File: src/rtl/cluster_periph_demux.sv
// cluster_periph_demux: per-core address demux onto the cluster peripheral slave plugs, in-order responses, error absorb for unmapped slots
//   clk_i, rst_ni          clock, asynchronous active-low reset
//   data_req/add/wen/wdata/be_i, data_gnt_o       core request side
//   data_r_valid/rdata/opc_o                      core response side
//   per_req_o (slot-selective), per_add/wen/wdata/be_o (broadcast), per_gnt_i, per_r_valid/rdata/opc_i   slave plugs
//   busy_o                 transactions outstanding
module cluster_periph_demux #(
  parameter int NB_SLAVES = 8,
  parameter int ADDR_WIDTH = 32,
  parameter int DATA_WIDTH = 32,
  parameter int BE_WIDTH = DATA_WIDTH/8,
  parameter int SLOT_LSB = 10,
  parameter int SLOT_BITS = 4,
  parameter logic [NB_SLAVES-1:0] UNMAPPED_MASK = 8'b0000_1000,
  parameter int MAX_OUTSTANDING = 2,
  parameter logic [DATA_WIDTH-1:0] ERR_RDATA = 32'hBADACCE5
) (
  input  logic                            clk_i,
  input  logic                            rst_ni,
  input  logic                            data_req_i,
  input  logic [ADDR_WIDTH-1:0]           data_add_i,
  input  logic                            data_wen_i,
  input  logic [DATA_WIDTH-1:0]           data_wdata_i,
  input  logic [BE_WIDTH-1:0]             data_be_i,
  output logic                            data_gnt_o,
  output logic                            data_r_valid_o,
  output logic [DATA_WIDTH-1:0]           data_r_rdata_o,
  output logic                            data_r_opc_o,
  output logic [NB_SLAVES-1:0]            per_req_o,
  output logic [NB_SLAVES*ADDR_WIDTH-1:0] per_add_o,
  output logic [NB_SLAVES-1:0]            per_wen_o,
  output logic [NB_SLAVES*DATA_WIDTH-1:0] per_wdata_o,
  output logic [NB_SLAVES*BE_WIDTH-1:0]   per_be_o,
  input  logic [NB_SLAVES-1:0]            per_gnt_i,
  input  logic [NB_SLAVES-1:0]            per_r_valid_i,
  input  logic [NB_SLAVES*DATA_WIDTH-1:0] per_r_rdata_i,
  input  logic [NB_SLAVES-1:0]            per_r_opc_i,
  output logic                            busy_o
);
  localparam int SW = NB_SLAVES > 1 ? $clog2(NB_SLAVES) : 1;
  localparam int CW = $clog2(MAX_OUTSTANDING + 1);
  logic [SLOT_BITS-1:0] slot;
  logic [SW-1:0] tgt_idx, cur_idx;
  logic tgt_err, cur_err, err_pend, allowed, fwd_slv;
  logic [CW-1:0] cnt;
  assign slot = data_add_i[SLOT_LSB +: SLOT_BITS];
  assign tgt_idx = slot[SW-1:0];
  assign tgt_err = (32'(slot) >= NB_SLAVES) || UNMAPPED_MASK[tgt_idx];
  // a target switch is only possible once every outstanding response has returned
  assign allowed = (cnt == '0) ||
                   ((tgt_err == cur_err) && (tgt_err || tgt_idx == cur_idx) && cnt < CW'(MAX_OUTSTANDING));
  assign per_req_o = (data_req_i && allowed && !tgt_err) ? NB_SLAVES'(1) << tgt_idx : '0;
  assign data_gnt_o = tgt_err ? data_req_i && allowed : per_req_o[tgt_idx] && per_gnt_i[tgt_idx];
  assign per_add_o = {NB_SLAVES{data_add_i}};
  assign per_wen_o = {NB_SLAVES{data_wen_i}};
  assign per_wdata_o = {NB_SLAVES{data_wdata_i}};
  assign per_be_o = {NB_SLAVES{data_be_i}};
  // only the slave currently owning the outstanding transactions may respond
  assign fwd_slv = (cnt != '0) && !cur_err && per_r_valid_i[cur_idx];
  assign data_r_valid_o = err_pend || fwd_slv;
  assign data_r_opc_o = err_pend || (fwd_slv && per_r_opc_i[cur_idx]);
  assign data_r_rdata_o = err_pend ? ERR_RDATA :
                          fwd_slv ? per_r_rdata_i[cur_idx*DATA_WIDTH +: DATA_WIDTH] : '0;
  assign busy_o = cnt != '0;
  always_ff @(posedge clk_i or negedge rst_ni)
    if (!rst_ni) begin
      cnt <= '0;
      cur_idx <= '0;
      cur_err <= 1'b0;
      err_pend <= 1'b0;
    end else begin
      cnt <= cnt + CW'(data_gnt_o) - CW'(data_r_valid_o);
      err_pend <= data_gnt_o && tgt_err;
      if (data_gnt_o) begin
        cur_idx <= tgt_idx;
        cur_err <= tgt_err;
      end
    end
endmodule
File: config.mk
export PLATFORM = sky130hd
export DESIGN_NAME = cluster_periph_demux
export DESIGN_NICKNAME = d
export VERILOG_FILES = /design/src/rtl/cluster_periph_demux.sv
export SDC_FILE = /design/constraint.sdc
export NUM_CORES = 1
export LEC_CHECK = 0
export ABC_AREA = 1
export ABC_CLOCK_PERIOD_IN_PS = 4890
export CAP_MARGIN = 20
export CORE_AREA = 2 2 370 372
export DETAILED_ROUTE_END_ITERATION = 6
export DIE_AREA = 0 0 372 374
export PLACE_DENSITY = 0.3
export SYNTH_ARGS = -nofsm -noshare
export SYNTH_HDL_FRONTEND = slang
export SYNTH_SLANG_ARGS = --single-unit
export TNS_END_PERCENT = 30
File: constraint.sdc
create_clock -name clk_i -period 4.89 [get_ports clk_i]
set_input_delay 0.978 -clock clk_i [delete_from_list [all_inputs] [get_ports clk_i]]
set_output_delay 0.978 -clock clk_i [all_outputs]
set_load 0.02 [all_outputs]
==> flow_summary.yaml <==
die:
  pin_count: 948
  std_cell_rows: 135
  dieArea_mm2: 0.139
  fp.dieW_um: 372
  core_area_mm2: 0.135
  die_h_um: 374
  start_util: 0.0531
clock_tree:
  cts_hold_buf: 0
  numCtsBuffers: 3
  path_clk_slew_ns: 0.04
  htree_levels: 1
  cts.path.max_buffers: 2
  clk_latency_ns: 0.23
  post-cts-setup-buffers: 0
  cts_sinks: 7
  ctsRootBufferMaster: "clkbuf_16"
  cts_resized: 0
  cts_tree: "built"
worst_setup_path:
  rrSetupSlack_ns: 2.33
  start_kind: "input port"
  rr_startpoint: "cur_idx[0]$_DFFE_PN0P_"
  cp_max_fo: 9
  worst_r2r_endpoint: "cnt[1]$_DFF_PN0_"
  rr_worst_depth: 9
  criticalPathCategory: "in2out"
  worstPathArrival_ns: 3.40
  critical_path.endpoint: "per_req_o[1]"
  end_kind: "output port"
  startpoint: "data_add_i[13]"
  required_ns: 3.91
power:
  power_mw: 3.30
  p_clk_frac: 0.042
  internal_power_mw: 1.36
  p_comb_frac: 0.905
  switching_share: 0.590
  peakVddDrop_v: 0.000174
  p_per_area_mw_per_mm2: 363
  p_leak_nw: 2.91
  switching_power_mw: 1.95
  p_seq_frac: 0.052
job:
  maxCapViolCount: 0
route:
  wl_per_cell_um: 17.0
  ant_nets: 0
  drtIter0Drc: 173
  routed_via_density: 2.21
  drc_errors: 0
  dr_total_vias: 5934
  wl_um: 45800
  drtPass1Iterations: 4
sta:
  hold_viol: 0
  final_max_slew_viol_count: 0
  timing.final.crit_period_ns: 4.38
  slew-limit-headroom: 0.241
  setup_viol: 0
  fmax_ghz: 0.229
  rsz0062_at_grt: "no"
  fin_tns_setup_ns: 0
  max_slew.worst_pin.slew_ns: 1.13
  holdWs_ns: 0.650
  final.setup_skew_ns: 0.00242
  timing.final.crit_share: 0.895
global_routing:
  use_met1: 0.0679
  use_met2: 0.102
  grt-ovfl-total: 0
  grt_use_total: 0.0615
  grt_pass1_wl_um: 57600
  grt_pass1_vias: 6531
  grt_max_degree: 57
  antenna_found_initial: 15
  use_met3: 0.0267
  busiest_layer: "met2"
placement:
  placedCellCount: 2679
  dpl.hpwl_um: 40300
  port_buffers: 361
  post_dp_cell_area_mm2: 0.00903
  routabilityCongestion: 0.737
final_layout:
  postLayoutCellArea_mm2: 0.00911
  final_cells: 2684
  drive_gt1_frac: 0.0765
  area_growth_syn_to_layout_pct: 27.1
  nets: 1257
yosys:
  ys_seq_area_frac: 0.0244
  syn-num-nets: 1462
  yosysMostFrequentCell: "buf_4"
  synth.top_cells.by_area: "buf_4 (58%), nand2_1 (8.0%), o21ai_0 (5.2%), a32oi_1 (4.9%), nor2_1 (4.2%)"
  synthDistinctLibCells: 31
  synth_common_cells: "buf_4 (555), nand2_1 (153), nor2_1 (80)"
  syn_area_mm2: 0.00717
  synth_top_area_frac: 0.581
  synth_edf_count: 0
  yosysTopAreaCell: "buf_4"
  synth_cells: 1108
  postSynthAreaPerCell_um2: 6.47
  yosysWarnings: 0
  ys_ff_latch: 7
  synth_flop_cell: "dfrtp_1"
  async_flop_share: 1.00
outcome:
  status: "finished, final reports clean"
worst_hold_path:
  hp-class: "reg2reg"
  worstHoldStart: "cur_err$_DFFE_PN0P_"
state kept, by name (all words and copies together), names as in the netlist:
name,cells
cnt,2
err_pend,1
cur_err,1
cur_idx,3
through the flow:
stage          utilization  setup WS, ns
4_1_cts             0.0675         0.465
3_5_place_dp        0.0669         0.491
6_report            0.0675         0.515
5_1_grt             0.0675         0.334
2_1_floorplan            -          1.66
3_3_place_gp        0.0669         0.491
worst min path at each step:
stage / end / slack [ns] / cells after the start
2_1_floorplan: cur_err$_DFFE_PN0P_ / 0.54 / 4
3_3_place_gp: cur_err$_DFFE_PN0P_ / 0.64 / 4
3_5_place_dp: cur_err$_DFFE_PN0P_ / 0.65 / 4
4_1_cts: cur_err$_DFFE_PN0P_ / 0.66 / 4
5_1_grt: cnt[1]$_DFF_PN0_ / 0.70 / 2
6_report: cur_err$_DFFE_PN0P_ / 0.65 / 4
worst max-delay path, stage by stage:
cell	delay [ns]
clkdlybuf4s50_1	0.73
o21bai_4	0.25
inv_1	0.13
nand2_1	0.10
nand2_2	0.07
a21oi_4	0.23
nand2_4	0.11
nor3_1	0.15
clkdlybuf4s50_1	0.64
layer usage:
metal	vias to the layer above	wire (um)	share of wire
met2	491	20900	0.46
met4	4	1690	0.037
met5	-	149	0.0033
li1	2670	-	-
met1	2649	17600	0.38
met3	120	5360	0.12
kinds of logic (layout without fill, tap and decap cells):
family	Yosys count	after routing	share of synthesized area
buf+inv	625	419	0.623
simple gates	258	258	0.141
compound gates	193	193	0.177
mux	20	20	0.0279
flops	7	7	0.0244
fa+ha+maj	2	2	0.00349
xor+xnor	2	2	0.00244
other cells	1	2	0.000523
power by group through the flow:
stage / clock [mW] / sequential (mW) / combinational (mW)
after floorplan: 0 / 0.0997 / 2.20
after global placement: 0 / 0.189 / 3.15
after detailed placement: 0 / 0.188 / 3.12
after CTS: 0.144 / 0.188 / 3.14
after global routing: 0.145 / 0.188 / 3.30
final: 0.139 / 0.173 / 2.99
layout by cell type (no fill, tap or decap), types with 12 or more instances in the layout:
cell | Yosys | layout
mux2i_1 | 20 | 20
a32oi_1 | 40 | 40
a21oi_1 | 42 | 42
clkdlybuf4s50_1 | 0 | 350
o221ai_1 | 23 | 23
o21ai_0 | 75 | 75
nand2_1 | 153 | 153
nor2_1 | 80 | 80
buf_4 | 555 | 36
buf_12 | 0 | 12
inv_1 | 14 | 12
final cells by class:
type	count	area, um^2
sequential	7	180
tap	1781	2230
multi-input combinational	476	2540
inverter	17	71.3
antenna	1	2.50
clock buffer	4	78.8
timing repair buffer	398	4010
fill	16000	126000
Note: power is estimated with default switching activity, not from simulation.
